## src/rtl/led_blink_scheduler_pkg.sv

```systemverilog
// led_blink_scheduler_pkg
// Shared encodings and sizing helpers for the LED blink scheduler and its
// tick generator.
//   mode_e    : command mode encoding carried on cmd_mode
//   state_e   : scheduler state encoding
//   calc_div  : clock cycles per tick
//   cnt_width : bits needed for a counter that runs 0..n-1 (at least 1)
//   max_int   : larger of two integers
package led_blink_scheduler_pkg;

  typedef enum logic [1:0] {
    MODE_OFF   = 2'd0,
    MODE_SOLID = 2'd1,
    MODE_SLOW  = 2'd2,
    MODE_FAST  = 2'd3
  } mode_e;

  typedef enum logic [1:0] {
    ST_IDLE  = 2'd0,
    ST_SOLID = 2'd1,
    ST_ON    = 2'd2,
    ST_OFF   = 2'd3
  } state_e;

  localparam int BLINK_W = 4;

  function automatic int calc_div(input int clk_hz, input int tick_hz);
    return clk_hz / tick_hz;
  endfunction

  function automatic int cnt_width(input int n);
    return (n <= 2) ? 1 : $clog2(n);
  endfunction

  function automatic int max_int(input int a, input int b);
    return (a > b) ? a : b;
  endfunction

endpackage

```

## src/rtl/led_blink_scheduler_tick_gen.sv

```systemverilog
// tick_gen
// Free-running divider that produces a one-cycle tick enable every DIV clocks.
//   clk   : system clock (rising edge)
//   reset : synchronous, active-low
//   clear : restart the count from 0 (takes priority over wrap)
//   tick  : high for one clock while the counter sits at DIV-1
// DIV must be at least 2 so that tick is low straight out of reset.
module tick_gen
  import led_blink_scheduler_pkg::*;
#(
  parameter int DIV = 4
) (
  input  logic clk,
  input  logic reset,
  input  logic clear,
  output logic tick
);

  localparam int CW = cnt_width(DIV);
  localparam logic [CW-1:0] LAST = CW'(DIV - 1);

  logic [CW-1:0] cnt_reg;

  always_ff @(posedge clk) begin
    if (!reset) begin
      cnt_reg <= '0;
    end else if (clear || cnt_reg == LAST) begin
      cnt_reg <= '0;
    end else begin
      cnt_reg <= cnt_reg + 1'b1;
    end
  end

  assign tick = (cnt_reg == LAST);

endmodule

```

## src/rtl/led_blink_scheduler.sv

```systemverilog
// led_blink_scheduler
// Command-driven LED sequencer: off, solid, finite-burst blink and continuous
// blink, all timed from a single tick enable on clk.
//   clk        : system clock
//   reset      : synchronous, active-low
//   cmd_valid  : command present
//   cmd_mode   : 0 OFF, 1 SOLID, 2 BLINK_SLOW, 3 BLINK_FAST
//   cmd_count  : number of blinks for modes 2/3, 0 = continuous
//   cmd_ready  : command accepted this cycle when cmd_valid is high
//   busy       : scheduler not idle
//   done       : one-cycle pulse when a finite burst finishes
//   light_out  : registered LED drive
//   tick_out   : tick enable, for observation
module led_blink_scheduler
  import led_blink_scheduler_pkg::*;
#(
  parameter int CLK_HZ    = 50_000_000,
  parameter int TICK_HZ   = 100,
  parameter int SLOW_HALF = 50,
  parameter int FAST_HALF = 10
) (
  input  logic       clk,
  input  logic       reset,
  input  logic       cmd_valid,
  input  logic [1:0] cmd_mode,
  input  logic [3:0] cmd_count,
  output logic       cmd_ready,
  output logic       busy,
  output logic       done,
  output logic       light_out,
  output logic       tick_out
);

  localparam int DIV = calc_div(CLK_HZ, TICK_HZ);
  localparam int PW  = cnt_width(max_int(SLOW_HALF, FAST_HALF));

  // Half-periods are stored as HALF-1 so the phase counter compares directly.
  localparam logic [PW-1:0] SLOW_M1 = PW'(SLOW_HALF - 1);
  localparam logic [PW-1:0] FAST_M1 = PW'(FAST_HALF - 1);

  state_e               state_reg, state_next;
  logic                 light_reg, light_next;
  logic                 done_reg, done_next;
  logic [PW-1:0]        half_m1_reg, half_m1_next;
  logic [PW-1:0]        phase_reg, phase_next;
  logic [BLINK_W-1:0]   count_reg, count_next;
  logic [BLINK_W-1:0]   blink_reg, blink_next;
  logic [BLINK_W-1:0]   blink_inc;
  logic                 tick;
  logic                 accept;
  logic                 phase_end;

  // Finite bursts lock out new commands; continuous blinking does not.
  assign cmd_ready = (state_reg == ST_IDLE) || (state_reg == ST_SOLID) ||
                     (count_reg == '0);
  assign accept    = cmd_valid && cmd_ready;
  assign phase_end = tick && (phase_reg == half_m1_reg);
  assign blink_inc = blink_reg + 1'b1;

  tick_gen #(
    .DIV(DIV)
  ) u_tick_gen (
    .clk  (clk),
    .reset(reset),
    .clear(accept),
    .tick (tick)
  );

  always_ff @(posedge clk) begin
    if (!reset) begin
      state_reg   <= ST_IDLE;
      light_reg   <= 1'b0;
      done_reg    <= 1'b0;
      half_m1_reg <= '0;
      phase_reg   <= '0;
      count_reg   <= '0;
      blink_reg   <= '0;
    end else begin
      state_reg   <= state_next;
      light_reg   <= light_next;
      done_reg    <= done_next;
      half_m1_reg <= half_m1_next;
      phase_reg   <= phase_next;
      count_reg   <= count_next;
      blink_reg   <= blink_next;
    end
  end

  always_comb begin
    state_next   = state_reg;
    light_next   = light_reg;
    done_next    = 1'b0;
    half_m1_next = half_m1_reg;
    phase_next   = phase_reg;
    count_next   = count_reg;
    blink_next   = blink_reg;

    if (accept) begin
      // A new command overrides any phase transition due this cycle.
      phase_next = '0;
      blink_next = '0;
      count_next = '0;
      case (mode_e'(cmd_mode))
        MODE_OFF: begin
          state_next = ST_IDLE;
          light_next = 1'b0;
        end
        MODE_SOLID: begin
          state_next = ST_SOLID;
          light_next = 1'b1;
        end
        default: begin
          state_next   = ST_ON;
          light_next   = 1'b1;
          count_next   = cmd_count;
          half_m1_next = (mode_e'(cmd_mode) == MODE_SLOW) ? SLOW_M1 : FAST_M1;
        end
      endcase
    end else begin
      case (state_reg)
        ST_ON: begin
          if (phase_end) begin
            state_next = ST_OFF;
            light_next = 1'b0;
            phase_next = '0;
          end else if (tick) begin
            phase_next = phase_reg + 1'b1;
          end
        end
        ST_OFF: begin
          if (phase_end) begin
            phase_next = '0;
            state_next = ST_ON;
            light_next = 1'b1;
            // Continuous mode leaves the blink counter untouched.
            if (count_reg != '0) begin
              blink_next = blink_inc;
              if (blink_inc == count_reg) begin
                state_next = ST_IDLE;
                light_next = 1'b0;
                done_next  = 1'b1;
                count_next = '0;
              end
            end
          end else if (tick) begin
            phase_next = phase_reg + 1'b1;
          end
        end
        default: begin
        end
      endcase
    end
  end

  assign busy      = (state_reg != ST_IDLE);
  assign done      = done_reg;
  assign light_out = light_reg;
  assign tick_out  = tick;

endmodule

```

## config.mk

```make
export PLATFORM = sky130hd
export DESIGN_NAME = led_blink_scheduler
export DESIGN_NICKNAME = d
export VERILOG_FILES = /design/src/rtl/led_blink_scheduler_pkg.sv /design/src/rtl/led_blink_scheduler_tick_gen.sv /design/src/rtl/led_blink_scheduler.sv
export SDC_FILE = /design/constraint.sdc
export NUM_CORES = 1
export LEC_CHECK = 0
export BUFFER_PORTS_ARGS = -buffer_cell sky130_fd_sc_hd__buf_2
export CORE_MARGIN = 2
export CORE_UTILIZATION = 45
export CTS_CLUSTER_SIZE = 16
export DETAILED_ROUTE_END_ITERATION = 6
export GPL_TIMING_DRIVEN = 0
export PLACE_DENSITY = 0.65
export SYNTH_ARGS = -nofsm -noshare
export SYNTH_HDL_FRONTEND = slang
export SYNTH_SLANG_ARGS = --single-unit
```

## constraint.sdc

```tcl
create_clock -name clk -period 4 [get_ports clk]
set_input_delay 0.8 -clock clk [delete_from_list [all_inputs] [get_ports clk]]
set_output_delay 0.8 -clock clk [all_outputs]
set_load 0.01 [all_outputs]
```

==> results of run 1 <==
-- metal layers --
layer / vias to the layer above / share of wire (%) / track usage, % / routed length [um]
met1: 710 / 53 / 21.5 / 1840
met4: 0 / 0.78 / 4.58 / 27
li1: 808 / - / - / -
met3: 2 / 2.5 / 4.36 / 85
met5: - / 0 / 0 / 0
met2: 11 / 44 / 23.4 / 1510
-- worst register-to-register path, cell delays in order (launching register included) --
cell	delay, ns
dfxtp_1	0.37
ha_1	0.21
and4_1	0.27
nand2_1	0.12
or3_1	0.37
buf_2	0.17
or4_1	0.47
a21oi_1	0.15
-- metrics by stage --
step | instances | setup WS (ns)
detailed placement | 281 | 1.84
global route | 289 | 1.49
CTS | 289 | 1.61
finish | 289 | 1.64
floorplan | 218 | 1.98
global placement | 281 | 1.84
-- how the worst max path moves through the flow --
stage,slack [ns],from,cells after the start,end
4_1_cts,1.61,u_tick_gen.cnt_reg[0]$_SDFF_PP0_,5,tick_out
2_1_floorplan,1.98,u_tick_gen.cnt_reg[0]$_SDFF_PP0_,7,phase_reg[4]$_SDFFE_PP0P_
3_5_place_dp,1.84,u_tick_gen.cnt_reg[0]$_SDFF_PP0_,7,phase_reg[4]$_SDFFE_PP0P_
5_1_grt,1.49,u_tick_gen.cnt_reg[0]$_SDFF_PP0_,5,tick_out
3_3_place_gp,1.84,u_tick_gen.cnt_reg[0]$_SDFF_PP0_,7,phase_reg[4]$_SDFFE_PP0P_
6_report,1.64,u_tick_gen.cnt_reg[0]$_SDFF_PP0_,5,tick_out
-- power by group through the flow --
stage / clock network [mW] / logic [mW] / registers [mW]
after detailed placement: 0 / 0.0494 / 0.421
after global routing: 0.299 / 0.0561 / 0.413
after global placement: 0 / 0.0489 / 0.421
after floorplan: 0 / 0.0327 / 0.420
final: 0.270 / 0.0486 / 0.412
after CTS: 0.278 / 0.0494 / 0.412
-- final cells by class --
type / instances / area share (%)
multi-input cells: 167 / 50.5
flip-flops and latches: 40 / 37.4
clock buffers: 8 / 4.21
repair buffers: 13 / 3.04
well taps: 50 / 2.92
plain buffers: 6 / 1.11
inverters: 5 / 0.876
-- cells by family after synthesis --
| kind of cell | Yosys count |
|---|---|
| AOI/OAI and AO/OA | 34 |
| DFF | 40 |
| and+or+nand+nor | 103 |
| adders and majority gates | 3 |
| muxes | 1 |
| buffers and inverters | 11 |
| xor gates and xnor gates | 26 |
-- layout by cell type, fill, tap and decap left out, drive strengths merged --
cell	netlist	routed
a22o	4	4
xor2	17	17
and2	5	5
a211oi	1	1
o21ai	8	8
nor2	25	25
xnor2	9	9
dfxtp	40	40
nand3	12	12
buf	2	15
and4	4	4
o41ai	1	1
nor4b	2	2
mux2i	1	1
nand4	5	5
clkbuf	4	12
inv	5	5
nor4	3	3
a21boi	2	2
a41oi	1	1
and3	8	8
and4b	2	2
or4	2	2
nand2	17	17
o211ai	1	1
or3	6	6
ha	3	3
a21oi	16	16
and3b	1	1
nor2b	4	4
nor3	2	2
nand3b	1	1
nand4b	4	4
==> impl_metrics.toml, run 1 <==
[run_status]
outcome = "finished clean"

[cells_and_area]
drive_gt1_share_pct = 12.1
multiInputGateArea_mm2 = 0.00108
utilization_pct = 52.8
num_antenna_cells = 0
regArea_um2 = 801
nNetsFinal = 250
largest_reg_flops = 19
fill_cells = 406
area_growth_pct = 11.3
fin_area_mm2 = 0.00214

[detailed_routing]
route.detailed.wl_per_inst_um = 12.0
wl_mm = 3.46
routed_via_density = 5.30
drtIter0Drc = 58
detail-route-antenna-nets = 0
first_pass_iters = 4
via_count = 1531
drc = 0

[setup_path]
critPathMaxStageDelay_ns = 0.37
startpoint_type = "register"
crit_type = "register to output pin"
crit_chain = "ha_1 > and4_1 > nand2_1 > nor2_1 > buf_2"
regToRegEndpoint = "phase_reg[4]$_SDFFE_PP0P_"
reg2reg_from = "u_tick_gen.cnt_reg[0]$_SDFF_PP0_"
arrival_ns = 1.56
crit_buf_inv = 1
end_kind = "output pin"
r2r_cells = 7
critPathTopFamily = "simple AND/OR/NAND/NOR gates"
required_ns = 3.20
r2r_setup_slack_ns = 1.80
slowest_stage = "dfxtp_1"
crit_fanout = 4

[die]
die_width_um = 69.4
die-area_mm2 = 0.00482
ios = 14
core.rowCount = 23
die_y_um = 69.4
core_mm2 = 0.00406
initial_core_util_pct = 47.4

[pwr]
p_sw_share_pct = 22.7
power_mw = 0.731
power.density_mw_per_mm2 = 341
ir_drop_mv = 0.246
power.leakage_nw = 0.838
power_switching_mw = 0.166
pwr-share-comb_pct = 6.7
pwr-share-clk_pct = 37.0
p_seq_share_pct = 56.4
intPower_mw = 0.565

[timing]
grt_setup_unrepaired = "no"
worst_slew_pin_slew_ns = 0.704
final-setup-viol-count = 0
finalSetupTns_ns = 0
period_minus_slack_ns = 2.36
drv_slew = 0
whs_ns = 0.477
max-slew-margin-rel_pct = 52.7
hold_viol = 0
finClkSkew_ns = 0.00590
clock.fmax_mhz = 423
fin_crit_sh_pct = 59.1

[grt]
grt_pass1_vias = 1381
track_usage_pct = 15.5
antenna_found_initial = 0
grt_overflow = 0
grt_max_degree = 12
grt_pass1_wl_mm = 6.18

[yosys]
yosysWarnings = 0
synthesis.instances = 218
synthArstFlopShare_pct = 0
ys_top_cells_by_area = "dfxtp_1, xor2_1, nor2_1, a21oi_1, xnor2_1"
synth_common_cells = "dfxtp_1, nor2_1, nand2_1, xor2_1, a21oi_1"
synth_ff_type = "dfxtp_1"
yosys.area_share.simple_pct = 31.1
synth-compound-area-share_pct = 10.7
synth-edff-count = 0
synth_area_leader_cell = "dfxtp_1"
synth_fa_ha_area_share_pct = 1.95
synth_top_family_by_area = "simple AND/OR/NAND/NOR gates"
yosysTopAreaCellShare_pct = 41.6
ys_seq_elements = 40
yosysSeqAreaShare_pct = 41.6
synthesis.nets = 230
synth_mux_area_share_pct = 0.520
syn_area_mm2 = 0.00192
synth_xor_area_share_pct = 11.8
postSynthAreaPerCell_um2 = 8.83
ys_types = 42
yosysMostFrequentCell = "dfxtp_1"

[placement]
dp_hpwl_mm = 2.60
placed_cell_area_mm2 = 0.00205
port_buffers = 13
gp_congestion = 0.762

[clock_network]
clk_latency_ns = 0.28
clk_pin_slew_ns = 0.07
cts_root_buf = "clkbuf_8"
cts_setup_buffers = 0
cts_buffers = 5
cts_hold_buf = 0
cts_tree = "built"
htreeDepth = 2
clock_sinks = 40
clock_path_buffers = 2
cts-resized-gates = 0

[hold_path]
whs_endpoint = "u_tick_gen.cnt_reg[0]$_SDFF_PP0_"
hold_class = "register to register"
worstHoldStart = "u_tick_gen.cnt_reg[0]$_SDFF_PP0_"
holdPathStages = 1

[job]
maxCapViolations = 0
No activity file was read; power rests on OpenSTA's default activity.
==> run 2: changes to the inputs <==
PLACE_DENSITY = 0.68   (was 0.65)
clock period = 1.9 ns   (was 4 ns; I/O delays follow)
==> impl_metrics.toml, run 2 (same netlist as run 1, synthesis figures left out) <==
[timing]
finalSetupTns_ns = 0
period_minus_slack_ns = 1.86
fin_crit_sh_pct = 97.7
clock.fmax_mhz = 539
grt_setup_unrepaired = "yes"
hold_viol = 0
final-setup-viol-count = 0
finClkSkew_ns = 0.00307
max-slew-margin-rel_pct = 52.2
worst_slew_pin_slew_ns = 0.712
drv_slew = 0
setup_ws_ns = 0.0432

[die]
ios = 14
initial_core_util_pct = 47.4
die_width_um = 69.4
core.rowCount = 23
die-area_mm2 = 0.00482
core_mm2 = 0.00406
die_y_um = 69.4

[setup_path]
arrival_ns = 2.08
reg2reg_from = "u_tick_gen.cnt_reg[7]$_SDFF_PP0_"
end_kind = "register"
r2r_setup_slack_ns = 0.04
regToRegEndpoint = "phase_reg[2]$_SDFFE_PP0P_"
crit_type = "register to register"
required_ns = 2.13
r2r_cells = 5
startpoint_type = "register"
crit_fanout = 6

[clock_network]
cts_tree = "built"
cts_root_buf = "clkbuf_8"
cts_hold_buf = 0
htreeDepth = 2
clk_latency_ns = 0.29
clk_pin_slew_ns = 0.07
clock_path_buffers = 2
clock_sinks = 40
cts_buffers = 5

[placement]
gp_congestion = 0.948
port_buffers = 13
dp_hpwl_mm = 2.72
placed_cell_area_mm2 = 0.00207
pre_cts_ws_ns = -0.218

[grt]
grt_pass1_wl_mm = 6.72
grt_overflow = 0
grt_pass1_vias = 1466
track_usage_pct = 17.2
grt_max_degree = 12
antenna_found_initial = 0

[run_status]
outcome = "finished clean"

[cells_and_area]
fin_area_mm2 = 0.00231
final_cell_mix = "dfxtp_1, nor2_1, xor2_1, nand2_1, a21oi_1"
area_growth_pct = 20.2
num_antenna_cells = 0
mostFrequentLayoutCell = "dfxtp_1"
nNetsFinal = 257
drive_gt1_share_pct = 22.0
utilization_pct = 57.0
largest_reg_flops = 19

[pwr]
power_mw = 1.56
ir_drop_mv = 0.471
power.density_mw_per_mm2 = 675
power.leakage_nw = 0.924

[job]
maxCapViolations = 0

[detailed_routing]
first_pass_iters = 4
wl_met2_mm = 1.77
top_layer = "met4"
via_count = 1608
drtIter0Drc = 47
met1_length_mm = 1.98
wl_mm = 3.95
met3_length_um = 140
route.detailed.wl_per_inst_um = 13.3
detail-route-antenna-nets = 0
drc = 0
routed_via_density = 5.43

[hold_path]
whs_endpoint = "count_reg[0]$_SDFFE_PN0P_"
worstHoldStart = "cmd_count[0]"
hold_class = "primary input to register"
holdPathStages = 2
[run 2: cell count changes in the layout (fill, tap and decap cells not counted), moves of 2 or more]
cell	delta
buf_4	+8
dfxtp_1	-6
dfxtp_2	+4
dfxtp_4	+2
[run 2: per-layer routing]
metal | up-vias | global-route usage, %
met4 | 0 | 6.10
met1 | 755 | 23.3
met3 | 5 | 4.94
met5 | - | 0
li1 | 828 | -
met2 | 20 | 26.3
[run 2: how the worst max path moves through the flow]
| stage | startpoint | endpoint | slack [ns] |
|---|---|---|---|
| after floorplan | u_tick_gen.cnt_reg[0]$_SDFF_PP0_ | phase_reg[4]$_SDFFE_PP0P_ | -0.07 |
| after global routing | u_tick_gen.cnt_reg[7]$_SDFF_PP0_ | blink_reg[2]$_SDFFE_PP0P_ | -0.07 |
| after CTS | u_tick_gen.cnt_reg[5]$_SDFF_PP0_ | phase_reg[4]$_SDFFE_PP0P_ | -0.04 |
| final | u_tick_gen.cnt_reg[7]$_SDFF_PP0_ | phase_reg[2]$_SDFFE_PP0P_ | 0.04 |
| after detailed placement | count_reg[1]$_SDFFE_PN0P_ | u_tick_gen.cnt_reg[15]$_SDFF_PP0_ | -0.22 |
| after global placement | count_reg[1]$_SDFFE_PN0P_ | u_tick_gen.cnt_reg[16]$_SDFF_PP0_ | -0.18 |
[run 2: layout make-up]
type / instances / area [um^2]
Clock buffer: 8 / 90.1
Timing Repair Buffer: 21 / 125
Fill cell: 359 / 1750
Tap cell: 50 / 62.6
Buffer: 5 / 27.5
Sequential cell: 40 / 813
Inverter: 5 / 18.8
Multi-Input combinational cell: 167 / 1170
[run 2: critical path: stages (launching register included)]
cell and delay (ns):
dfxtp_4 0.35, nor4b_4 0.34, nand4b_4 0.16, or3_4 0.39, or4_4 0.43, a21oi_2 0.13
[run 2: what timing repair did]
item,in CTS,in global routing
pin swaps,8,5
resized for setup,17,9
setup buffers,5,3
setup endpoints to repair,20,26
[run 2: metrics by stage]
step / instances / hold slack [ns]
2_1_floorplan: 218 / 0.432
3_3_place_gp: 281 / 0.448
3_5_place_dp: 281 / 0.456
4_1_cts: 294 / 0.301
5_1_grt: 296 / 0.302
6_report: 296 / 0.303
[run 2: report_power, final]
group	leakage (nW)	total, mW	switching [mW]	internal [mW]
Combinational	0.551	0.120	0.0703	0.0498
Clock	0.0455	0.572	0.276	0.296
Sequential	0.327	0.868	0.0178	0.850
